`src/rtl/apb_pkg.sv`:
```
// ============================================================================
// apb_pkg : shared types and defaults for the APB3 requester
// Rev 1.0
// ============================================================================
`default_nettype none

package apb_pkg;

  localparam int APB_DEFAULT_WIDTH      = 8;
  localparam int APB_DEFAULT_ADDR_WIDTH = 4;

  typedef enum logic [1:0] {
    ST_IDLE   = 2'd0,
    ST_SETUP  = 2'd1,
    ST_ACCESS = 2'd2,
    ST_RESP   = 2'd3
  } apb_state_e;

  typedef struct packed {
    logic [APB_DEFAULT_WIDTH-1:0] rdata;
    logic                         err;
  } apb_rsp_t;

endpackage

`default_nettype wire

```
`src/rtl/apb_master_timer.sv`:
```
// ============================================================================
// apb_master_timer : ACCESS wait-state counter with clear, enable and expiry
// Rev 1.0
// ============================================================================
`default_nettype none

module apb_master_timer #(
  parameter int LIMIT = 15
) (
  input  logic clk_i,
  input  logic rst_i,
  input  logic clr_i,
  input  logic en_i,
  output logic expired_o
);

  localparam int CNT_W = (LIMIT < 2) ? 1 : $clog2(LIMIT + 1);

  logic [CNT_W-1:0] count_q;
  logic [CNT_W-1:0] count_d;

  always_comb begin
    count_d = count_q;
    if (clr_i) begin
      count_d = '0;
    end else if (en_i) begin
      count_d = count_q + 1'b1;
    end
  end

  always_ff @(posedge clk_i) begin
    if (rst_i) begin
      count_q <= '0;
    end else begin
      count_q <= count_d;
    end
  end

  // Flags the stalled cycle whose increment would bring the count to LIMIT.
  assign expired_o = en_i && (count_q == CNT_W'(LIMIT - 1));

endmodule

`default_nettype wire

```
`src/rtl/apb_master.sv`:
```
// ============================================================================
// apb_master : valid/ready command to single APB3 transfer requester
// Optional wait-state timeout enabled by defining APB_MASTER_TIMEOUT_EN.
// Rev 1.0
// ============================================================================
`default_nettype none

module apb_master
  import apb_pkg::*;
#(
  parameter int WIDTH      = APB_DEFAULT_WIDTH,
  parameter int ADDR_WIDTH = APB_DEFAULT_ADDR_WIDTH
`ifdef APB_MASTER_TIMEOUT_EN
  ,
  parameter int TIMEOUT    = 15
`endif
) (
  input  logic                  pclk_i,
  input  logic                  preset_i,
  input  logic                  cmd_valid_i,
  output logic                  cmd_ready_o,
  input  logic                  cmd_write_i,
  input  logic [ADDR_WIDTH-1:0] cmd_addr_i,
  input  logic [WIDTH-1:0]      cmd_wdata_i,
  output logic                  rsp_valid_o,
  input  logic                  rsp_ready_i,
  output logic [WIDTH-1:0]      rsp_rdata_o,
  output logic                  rsp_err_o,
  output logic                  psel_o,
  output logic                  penable_o,
  output logic                  pwrite_o,
  output logic [ADDR_WIDTH-1:0] paddr_o,
  output logic [WIDTH-1:0]      pwdata_o,
  input  logic [WIDTH-1:0]      prdata_i,
  input  logic                  pready_i,
  input  logic                  pslverr_i
);

  apb_state_e            state_q, state_d;
  logic [ADDR_WIDTH-1:0] paddr_q, paddr_d;
  logic                  pwrite_q, pwrite_d;
  logic [WIDTH-1:0]      pwdata_q, pwdata_d;
  logic [WIDTH-1:0]      rdata_q, rdata_d;
  logic                  err_q, err_d;
  logic                  timer_expired;

`ifdef APB_MASTER_TIMEOUT_EN
  apb_master_timer #(
    .LIMIT     (TIMEOUT)
  ) u_timer (
    .clk_i     (pclk_i),
    .rst_i     (preset_i),
    .clr_i     (state_q == ST_SETUP),
    .en_i      ((state_q == ST_ACCESS) && !pready_i),
    .expired_o (timer_expired)
  );
`else
  assign timer_expired = 1'b0;
`endif

  always_comb begin
    state_d  = state_q;
    paddr_d  = paddr_q;
    pwrite_d = pwrite_q;
    pwdata_d = pwdata_q;
    rdata_d  = rdata_q;
    err_d    = err_q;
    case (state_q)
      ST_IDLE: begin
        if (cmd_valid_i) begin
          paddr_d  = cmd_addr_i;
          pwrite_d = cmd_write_i;
          pwdata_d = cmd_wdata_i;
          state_d  = ST_SETUP;
        end
      end
      ST_SETUP: state_d = ST_ACCESS;
      ST_ACCESS: begin
        // A ready slave takes priority over an expiring timer.
        if (pready_i) begin
          rdata_d = pwrite_q ? '0 : prdata_i;
          err_d   = pslverr_i;
          state_d = ST_RESP;
        end else if (timer_expired) begin
          rdata_d = '0;
          err_d   = 1'b1;
          state_d = ST_RESP;
        end
      end
      ST_RESP: begin
        if (rsp_ready_i) begin
          state_d = ST_IDLE;
        end
      end
      default: state_d = ST_IDLE;
    endcase
  end

  always_ff @(posedge pclk_i) begin
    if (preset_i) begin
      state_q  <= ST_IDLE;
      paddr_q  <= '0;
      pwrite_q <= 1'b0;
      pwdata_q <= '0;
      rdata_q  <= '0;
      err_q    <= 1'b0;
    end else begin
      state_q  <= state_d;
      paddr_q  <= paddr_d;
      pwrite_q <= pwrite_d;
      pwdata_q <= pwdata_d;
      rdata_q  <= rdata_d;
      err_q    <= err_d;
    end
  end

  assign cmd_ready_o = (state_q == ST_IDLE) && !preset_i;
  assign psel_o      = (state_q == ST_SETUP) || (state_q == ST_ACCESS);
  assign penable_o   = (state_q == ST_ACCESS);
  assign rsp_valid_o = (state_q == ST_RESP);
  assign paddr_o     = paddr_q;
  assign pwrite_o    = pwrite_q;
  assign pwdata_o    = pwdata_q;
  assign rsp_rdata_o = rdata_q;
  assign rsp_err_o   = err_q;

endmodule

`default_nettype wire

```
`config.mk`:
```
export PLATFORM = sky130hd
export DESIGN_NAME = apb_master
export DESIGN_NICKNAME = d
export VERILOG_FILES = /design/src/rtl/apb_pkg.sv /design/src/rtl/apb_master_timer.sv /design/src/rtl/apb_master.sv
export SDC_FILE = /design/constraint.sdc
export NUM_CORES = 1
export LEC_CHECK = 0
export CAP_MARGIN = 10
export CORE_MARGIN = 2
export CORE_UTILIZATION = 38
export DETAILED_ROUTE_END_ITERATION = 12
export GPL_TIMING_DRIVEN = 0
export HOLD_SLACK_MARGIN = 0.15
export MAX_ROUTING_LAYER = met4
export PLACE_DENSITY_LB_ADDON = 0.05
export SETUP_SLACK_MARGIN = 0.4
export SLEW_MARGIN = 30
export SYNTH_ARGS = -nofsm -noshare
export SYNTH_HDL_FRONTEND = slang
export SYNTH_SLANG_ARGS = --single-unit
```
`constraint.sdc`:
```
create_clock -name pclk_i -period 1.8 [get_ports pclk_i]
set_clock_uncertainty 0.1 [all_clocks]
set_input_delay 0.36 -clock pclk_i [delete_from_list [all_inputs] [get_ports pclk_i]]
set_output_delay 0.36 -clock pclk_i [all_outputs]
set_load 0.05 [all_outputs]
```
======== After elaboration in Yosys (flattened, before gate mapping) ========
Index checks and enable logic that the tools add are counted.
storage, ports and cells
  flip-flop bits (word level) ............. 24
  bits in latches ......................... 0
  RAM bits ................................ 0
  memory bits (read-only) ................. 0
  input bits .............................. 27
  output and inout port bits .............. 26
  word-level logic and storage cells ...... 24
  memories ................................ 0
operators by class
  $add $sub $neg .......................... 0
  multiply operators ...................... 0
  div/mod/pow operators ................... 0
  order comparisons ....................... 0
  eq/ne operators ......................... 6
  shifts and indexed selects .............. 0
  mux-type cells .......................... 5
  bitwise operators ....................... 0
  reductions and logical operators ........ 7
operators by type and width
  kind                                                  number
  two-way mux 8 bit                                     1
  one-hot mux 2 bit (4 select lines)                    1
  two-way mux 2 bit                                     3
  equality test 2 bit (second input constant)           2
  != test 2 x 1 -> 1 bit (second input constant)        2
  AND reduction 2 bit                                   2
  AND reduction 3 bit                                   1
  equality test 2 x 1 -> 1 bit (second input constant)  1
  zero test 2 bit                                       1
  != test 2 bit (second input constant)                 1
  logical AND 1 bit                                     1
  zero test 1 bit                                       1
  logical OR 1 bit                                      1

======== Depth between registers and ports, before layout ========
Gate-level depths: netlist (run 1).
  depth after elaboration ................. 3
  mapped depth ............................ 6
  depth with buffers taken out ............ 5

======== Worst setup path after synthesis (run 1) ========
Ideal clock, no wire load.
  kind .................................... register -> output
  start ................................... register state_q[0]
  end ..................................... output port cmd_ready_o
  arrival time ............................ 1.303 ns
  required time ........................... 1.340 ns
  setup slack ............................. 0.037 ns
  stages on the path, launching flop included .. 4
  buffers on the path ..................... 0
  cells stage by stage .................... dfxtp_1 -> inv_1 -> ha_1 -> nor2b_1
between the ends
  cells in the longest elaborated chain, start to end .. 2
RTL lines
  element                 RTL line           text
  start, declared         apb_master.sv:39   apb_state_e state_q, state_d;
  start signal, assigned  apb_master.sv:108  state_q <= state_d;
  zero test 2 bit         apb_master.sv:117  assign cmd_ready_o = (state_q == ST_IDLE) && !preset_i;
  logical AND 1 bit       apb_master.sv:117
  end, declared           apb_master.sv:21   output logic cmd_ready_o,
Every way passes these cells.

======== Worst setup path in the final report (run 1) ========
  start ................................... register state_q[1]
  end ..................................... register state_q[0]
between the ends
  cells in the longest elaborated chain, start to end .. 3
  elaborated cells between the ends (all ways) .. 9
  classes of those cells .................. eq/ne (6); mux (1); reduce/logical (2)
RTL lines
  element                                                                   RTL line          text
  equality test 2 bit / zero test 2 bit (equally long branches)             apb_master.sv:68  case (state_q)
  != test 2 x 1 -> 1 bit (no line) / != test 2 bit (equally long branches)  n/a
  AND reduction 3 bit (no line)                                             n/a
Parallel ways exist; a longest one is shown, timed or not.
A chain may end at the register's enable or synchronous reset.

==> results of run 1 <==
-- state kept, by name (all words and copies together), names as in the netlist --
name	flops
pwdata_o	8
rsp_err_o	1
state_q	2
pwrite_o	1
paddr_o	4
rsp_rdata_o	8
-- worst paths after layout --
check | slack, ns | end | cells past startpoint | startpoint
max | 0.13 | state_q[0] | 6 | state_q[1]
min | 0.36 | rsp_rdata_o[1] | 2 | rsp_rdata_o[1]
max reg2reg | 0.13 | state_q[0] | 6 | state_q[1]
min reg2reg | 0.36 | rsp_rdata_o[1] | 2 | rsp_rdata_o[1]
-- cells by family after synthesis --
group | share of synthesized area, %
buffers and inverters | 3.87
AND/OR/NAND/NOR | 28.1
adder cells (fa/ha/maj) | 5.15
multiplexers | 1.03
flip-flops | 49.5
AO/OA/AOI/OAI | 12.4
-- worst max-delay path, delay by kind of cell (launching register included) --
family          cells  cell delay (ns)
fa+ha+maj           1             0.15
flops               1             0.41
simple gates        2             0.61
buf+inv             2             0.18
compound gates      1             0.12
-- repair_timing --
item,CTS,global route
setup endpoints to repair,47,40
buffers inserted,4,3
gates cloned,0,0
gates resized for setup,167,28
pin swaps,4,1
-- through the flow --
step / total power, mW / std cells / setup TNS, ns / util (%)
floorplan: 1.42 / 116 / 0 / -
global placement: 1.69 / 198 / -0.686 / 64.6
detailed placement: 1.70 / 198 / -0.715 / 64.6
CTS: 2.14 / 206 / 0 / 67.8
global route: 2.34 / 209 / 0 / 71.3
finish: 2.22 / 209 / 0 / 71.3
-- power groups by stage --
stage / registers, mW / clock network, mW / logic, mW
2_1_floorplan: 0.957 / 0 / 0.458
3_3_place_gp: 0.707 / 0 / 0.984
3_5_place_dp: 0.712 / 0 / 0.989
4_1_cts: 0.698 / 0.342 / 1.10
5_1_grt: 0.712 / 0.366 / 1.26
6_report: 0.702 / 0.334 / 1.19
-- cell type report --
class | instances | area (um2) | share of cell area, %
plain buffers | 6 | 45.0 | 2.57
multi-input cells | 83 | 549 | 31.4
inverters | 3 | 18.8 | 1.07
well taps | 30 | 37.5 | 2.14
repair buffers | 59 | 561 | 32.0
clock buffers | 4 | 47.5 | 2.72
flip-flops and latches | 24 | 492 | 28.1
-- metal layers --
| layer | global-route usage [%] | share of wire (%) | routed length (um) | vias up |
|---|---|---|---|---|
| met1 | 22.5 | 44 | 1130 | 454 |
| met3 | 2.73 | 6.8 | 176 | 6 |
| met5 | - | 0 | 0 | - |
| met4 | 8.75 | 1.8 | 46 | 0 |
| met2 | 30.1 | 48 | 1240 | 34 |
| li1 | - | - | - | 512 |
-- cells in the final DEF, fill, tap and decap left out --
master / netlist / routed
a21oi_1: 22 / 22
and2_1: 1 / 1
buf_12: 0 / 1
buf_2: 3 / 1
buf_4: 0 / 20
buf_6: 0 / 6
buf_8: 0 / 3
clkbuf_1: 3 / 2
clkbuf_16: 0 / 1
clkbuf_4: 0 / 8
clkbuf_8: 0 / 1
clkdlybuf4s50_1: 0 / 25
dfxtp_1: 24 / 21
dfxtp_4: 0 / 3
dlygate4sd2_1: 0 / 1
ha_4: 0 / 4
inv_1: 3 / 1
inv_4: 0 / 1
inv_6: 0 / 1
mux2i_1: 1 / 1
nand2_1: 39 / 38
nand2_8: 0 / 1
nand3_1: 1 / 1
nand4b_1: 8 / 8
nor2b_1: 3 / 1
nor2b_4: 1 / 3
nor3_4: 0 / 1
o211a_1: 1 / 1
or4_4: 0 / 1
==> qor.csv, run 1 <==
stage;metric;value;unit
power_and_ir_drop;p_clk_share;15.0;%
detailed_routing;routedWlPerCell;12.4;um
detailed_routing;drc_errors;0;
floorplan;core_area;2450;um2
floorplan;fp.dieH;54.5;um
sta;layout_setup_ws;0.134;ns
layout;layout-drive-gt1-share;31.3;%
yosys;synth_top_area_share;49.5;%
power_and_ir_drop;p_int;1.31;mW
sta;setup_viol;0;
placement;pre_cts_slack;-0.511;ns
power_and_ir_drop;powerDensity;1270;nW/um2
power_and_ir_drop;combPwrFrac;53.4;%
sta;fmax;600;MHz
power_and_ir_drop;power.switching;909;uW
clocking;clkTransAtPathRegs;0.13;ns
floorplan;num_rows;18;
yosys;yosysSeqAreaShare;49.5;%
sta;finalHoldViolCount;0;
yosys;synth_edf_count;0;
detailed_routing;num_vias;1006;
layout;nNetsFinal;211;
floorplan;die_width;54.5;um
layout;diodes;0;
setup_path;crit_fanout;3;
setup_path;start_kind;register;
sta;max_slew.worst_pin.slew;0.457;ns
yosys;synth_nets;147;
detailed_routing;drt_iter0_drc;14;
power_and_ir_drop;vdd_ir_drop_max;1030;uV
yosys;synthMostInstantiatedCell;nand2_1;
yosys;yosysWarningCount;0;
yosys;async_flop_share;0;%
floorplan;ios;53;
yosys;ys_types;16;
sta;slew_violations;0;
yosys;synthCells;116;
yosys;yosys.area.top_type;dfxtp_1;
setup_path;critPathMaxStageDelay;0.48;ns
clocking;max-clock-path-buffers;2;
setup_path;critical_path.cell_chain;inv_4 > ha_4 > buf_4 > nor2b_4 > or4_4 > o211a_1;
sta;rsz0062_at_grt;true;
layout;nFillCells;212;
run_status;outcome;finished clean;
placement;placed_cell_area;1590;um2
clocking;cts_tree;yes;
grt;overflow;0;
placement;place_hpwl;1.76;mm
yosys;synth.area.top_cells;dfxtp_1 49%, nand2_1 15%, a21oi_1 11%, nand4b_1 7.2%, ha_1 5.2%;
yosys;ys_ff_latch;24;
power_and_ir_drop;swShare;40.9;%
grt;grt_pass1_vias;891;
yosys;synth_area;971;um2
setup_path;endpoint_kind;register;
clocking;root_buffer;clkbuf_4;
hold_path;hp-class;reg2reg;
yosys;syn_avg_cell_area;8.37;um2
setup_path;required;1.92;ns
layout;syn2layout_area_growth;80.3;%
sta;slew_headroom;69.5;%
grt;antenna_found_initial;0;
flow_run;drv_cap;0;
setup_path;worstSetupPathType;reg2reg;
detailed_routing;routed_wl;2.59;mm
setup_path;crit_path_top_delay_cell;or4_4;
clocking;htreeDepth;1;
grt;grt_max_degree;15;
floorplan;fp.dieArea;2980;um2
detailed_routing;ant_nets;0;
detailed_routing;post_drt_via_cell_ratio;4.81;
grt;grt_pass1_wl;3.86;mm
clocking;worstSkewPairLatency;0.31;ns
sta;fin_crit;1.67;ns
sta;hold_ws;0.364;ns
clocking;cts.sinks;24;
floorplan;start_util;39.6;%
layout;design_area;1750;um2
clocking;cts_buffers;3;
setup_path;critical_path_arrival;1.79;ns
placement;numPortBuffers;52;
power_and_ir_drop;seq_power_share;31.6;%
clocking;holdBufCountCts;0;
yosys;synthFlopType;dfxtp_1;
detailed_routing;firstDrtPassIters;4;
grt;grt.total_usage;18.5;%
yosys;synthTopCellsByCount;39 x nand2_1, 24 x dfxtp_1, 22 x a21oi_1, 8 x nand4b_1, 4 x ha_1;
sta;post-route-period-util;92.5;%
power_and_ir_drop;p_leak;0.709;nW
placement;gp_congestion;0.772;
(Power assumes the default switching activity.)
==> run 2: changes to the inputs <==
==> constraint.sdc (replaced) <==
create_clock -name pclk_i -period 1.8 [get_ports pclk_i]
set_clock_uncertainty 0.1 [all_clocks]
set_input_delay 0.27 -clock pclk_i [delete_from_list [all_inputs] [get_ports pclk_i]]
set_output_delay 0.27 -clock pclk_i [all_outputs]
set_load 0.05 [all_outputs]
==> qor.csv, run 2 (same netlist as run 1, synthesis figures left out) <==
stage;metric;value;unit;change
layout;most-common-layout-cells;31 x nand2_1, 26 x clkdlybuf4s50_1, 22 x buf_2;;was 38 x nand2_1, 25 x clkdlybuf4s50_1, 22 x a21oi_1
grt;grt_pass1_vias;974;;was 891
sta;post-route-period-util;87.9;%;was 92.5%
sta;max_slew.worst_pin.slew;0.587;ns;was 0.457 ns
sta;slew_violations;0;;unchanged
run_status;outcome;finished clean;;unchanged
flow_run;drv_cap;0;;unchanged
layout;final_common_cell;nand2_1;;unchanged
grt;grt_max_degree;15;;unchanged
setup_path;endpoint_kind;register;;unchanged
grt;grt.total_usage;19.4;%;was 18.5%
placement;place_hpwl;2.01;mm;was 1.76 mm
detailed_routing;firstDrtPassIters;4;;unchanged
clocking;cts_tree;yes;;unchanged
layout;nNetsFinal;213;;was 211
hold_path;hp-class;reg2reg;;unchanged
layout;diodes;0;;unchanged
setup_path;worstSetupPathType;reg2reg;;unchanged
sta;fin_crit;1.58;ns;was 1.67 ns
power_and_ir_drop;vdd_ir_drop_max;1200;uV;was 1030 uV
grt;overflow;0;;unchanged
floorplan;start_util;39.6;%;unchanged
setup_path;crit_fanout;3;;unchanged
sta;hold_ws;0.362;ns;was 0.364 ns
sta;rsz0062_at_grt;true;;unchanged
clocking;clkTransAtPathRegs;0.14;ns;was 0.13 ns
sta;setup_viol;0;;unchanged
detailed_routing;routed_wl;2.94;mm;was 2.59 mm
detailed_routing;drt_iter0_drc;7;;was 14
power_and_ir_drop;p_leak;0.727;nW;was 0.709 nW
setup_path;critical_path_arrival;1.71;ns;was 1.79 ns
power_and_ir_drop;powerDensity;1270;nW/um2;about the same
sta;finalHoldViolCount;0;;unchanged
clocking;max-clock-path-buffers;2;;unchanged
floorplan;die_width;54.5;um;unchanged
placement;numPortBuffers;52;;unchanged
detailed_routing;drc_errors;0;;unchanged
detailed_routing;post_drt_via_cell_ratio;4.92;;was 4.81
sta;slew_headroom;60.9;%;was 69.5%
clocking;worstSkewPairLatency;0.32;ns;was 0.31 ns
grt;antenna_found_initial;0;;unchanged
floorplan;ios;53;;unchanged
setup_path;start_kind;register;;unchanged
sta;layout_setup_ws;0.219;ns;was 0.134 ns
floorplan;num_rows;18;;unchanged
clocking;cts.sinks;24;;unchanged
floorplan;core_area;2450;um2;unchanged
clocking;htreeDepth;1;;unchanged
detailed_routing;ant_nets;0;;unchanged
detailed_routing;routedWlPerCell;13.9;um;was 12.4 um
floorplan;fp.dieH;54.5;um;unchanged
detailed_routing;num_vias;1039;;was 1,006
setup_path;required;1.93;ns;was 1.92 ns
layout;layout-drive-gt1-share;39.2;%;was 31.3%
placement;pre_cts_slack;-0.313;ns;was -0.511 ns
floorplan;fp.dieArea;2980;um2;unchanged
clocking;holdBufCountCts;0;;unchanged
sta;fmax;632;MHz;was 600 MHz
clocking;root_buffer;clkbuf_4;;unchanged
layout;syn2layout_area_growth;84.0;%;was 80.3%
clocking;cts_buffers;3;;unchanged
grt;grt_pass1_wl;3.96;mm;was 3.86 mm
placement;gp_congestion;0.698;;was 0.772
[run 2: cell types whose count changed in the layout (fill, tap and decap cells not counted), sizes merged]
cell           change
clkbuf             -4
buf                +5
nand2              +1
dlygate4sd2        -1
clkdlybuf4s50      +1
[run 2: stage by stage]
stage | TNS [ns] | instances | power, mW | utilization, % | instance area [um2]
2_1_floorplan | 0 | 116 | 1.41 | - | 1020
6_report | 0 | 211 | 2.26 | 72.8 | 1790
3_5_place_dp | -0.370 | 198 | 1.71 | 64.4 | 1580
3_3_place_gp | -0.380 | 198 | 1.68 | 64.4 | 1580
5_1_grt | 0 | 211 | 2.38 | 72.8 | 1790
4_1_cts | 0 | 208 | 2.15 | 66.7 | 1640
[run 2: area by class of cell]
| cell class | count | area [um2] |
|---|---|---|
| Timing Repair Buffer | 60 | 526 |
| Fill cell | 202 | 668 |
| Tap cell | 30 | 37.5 |
| Sequential cell | 24 | 489 |
| Buffer | 6 | 51.3 |
| Inverter | 3 | 16.3 |
| Clock buffer | 4 | 47.5 |
| Multi-Input combinational cell | 84 | 619 |
[run 2: path summary, 6_finish.rpt]
check        slack [ns]    endpoint  depth (start not counted)  startpoint
max                0.22  state_q[0]                          5  state_q[1]
min                0.36  paddr_o[1]                          2  paddr_o[1]
max reg2reg        0.22  state_q[0]                          5  state_q[1]
min reg2reg        0.36  paddr_o[1]                          2  paddr_o[1]
[run 2: report_power, final]
group          leakage (nW)  internal, mW  switching (mW)
clock                0.0261         0.169           0.170
sequential            0.197         0.629          0.0648
combinational         0.504         0.519           0.710
total                 0.727          1.32           0.945
[run 2: worst max-delay path, cell delays in order, from the launching register on]
cell	delay, ns
dfxtp_4	0.38
buf_4	0.14
ha_4	0.16
nor2b_1	0.16
or4_1	0.43
o211a_1	0.13
[run 2: routing by layer]
| metal | up-vias | track usage (%) | part of all wire (%) |
|---|---|---|---|
| met1 | 483 | 21.4 | 41 |
| li1 | 521 | - | - |
| met5 | - | - | 0 |
| met3 | 2 | 3.01 | 5.3 |
| met4 | 0 | 7.92 | 0.51 |
| met2 | 33 | 34.5 | 53 |
[run 2: what timing repair did]
action	4_1_cts	5_1_grt
pin swaps	4	14
buffers inserted	6	1
hold endpoints to repair	0	0
gates resized for setup	156	30
endpoints found under the setup margin	45	25
cloned	0	2
==> run 3: changes to the inputs <==
--- a/config.mk
+++ b/config.mk
@@ -8,6 +8,7 @@
 export CAP_MARGIN = 10
 export CORE_MARGIN = 2
 export CORE_UTILIZATION = 38
+export CTS_CLUSTER_SIZE = 10
 export DETAILED_ROUTE_END_ITERATION = 12
 export GPL_TIMING_DRIVEN = 0
 export HOLD_SLACK_MARGIN = 0.15
==> results of run 3 <==
The final DEF is identical to that of run 2; final timing and power are the same.
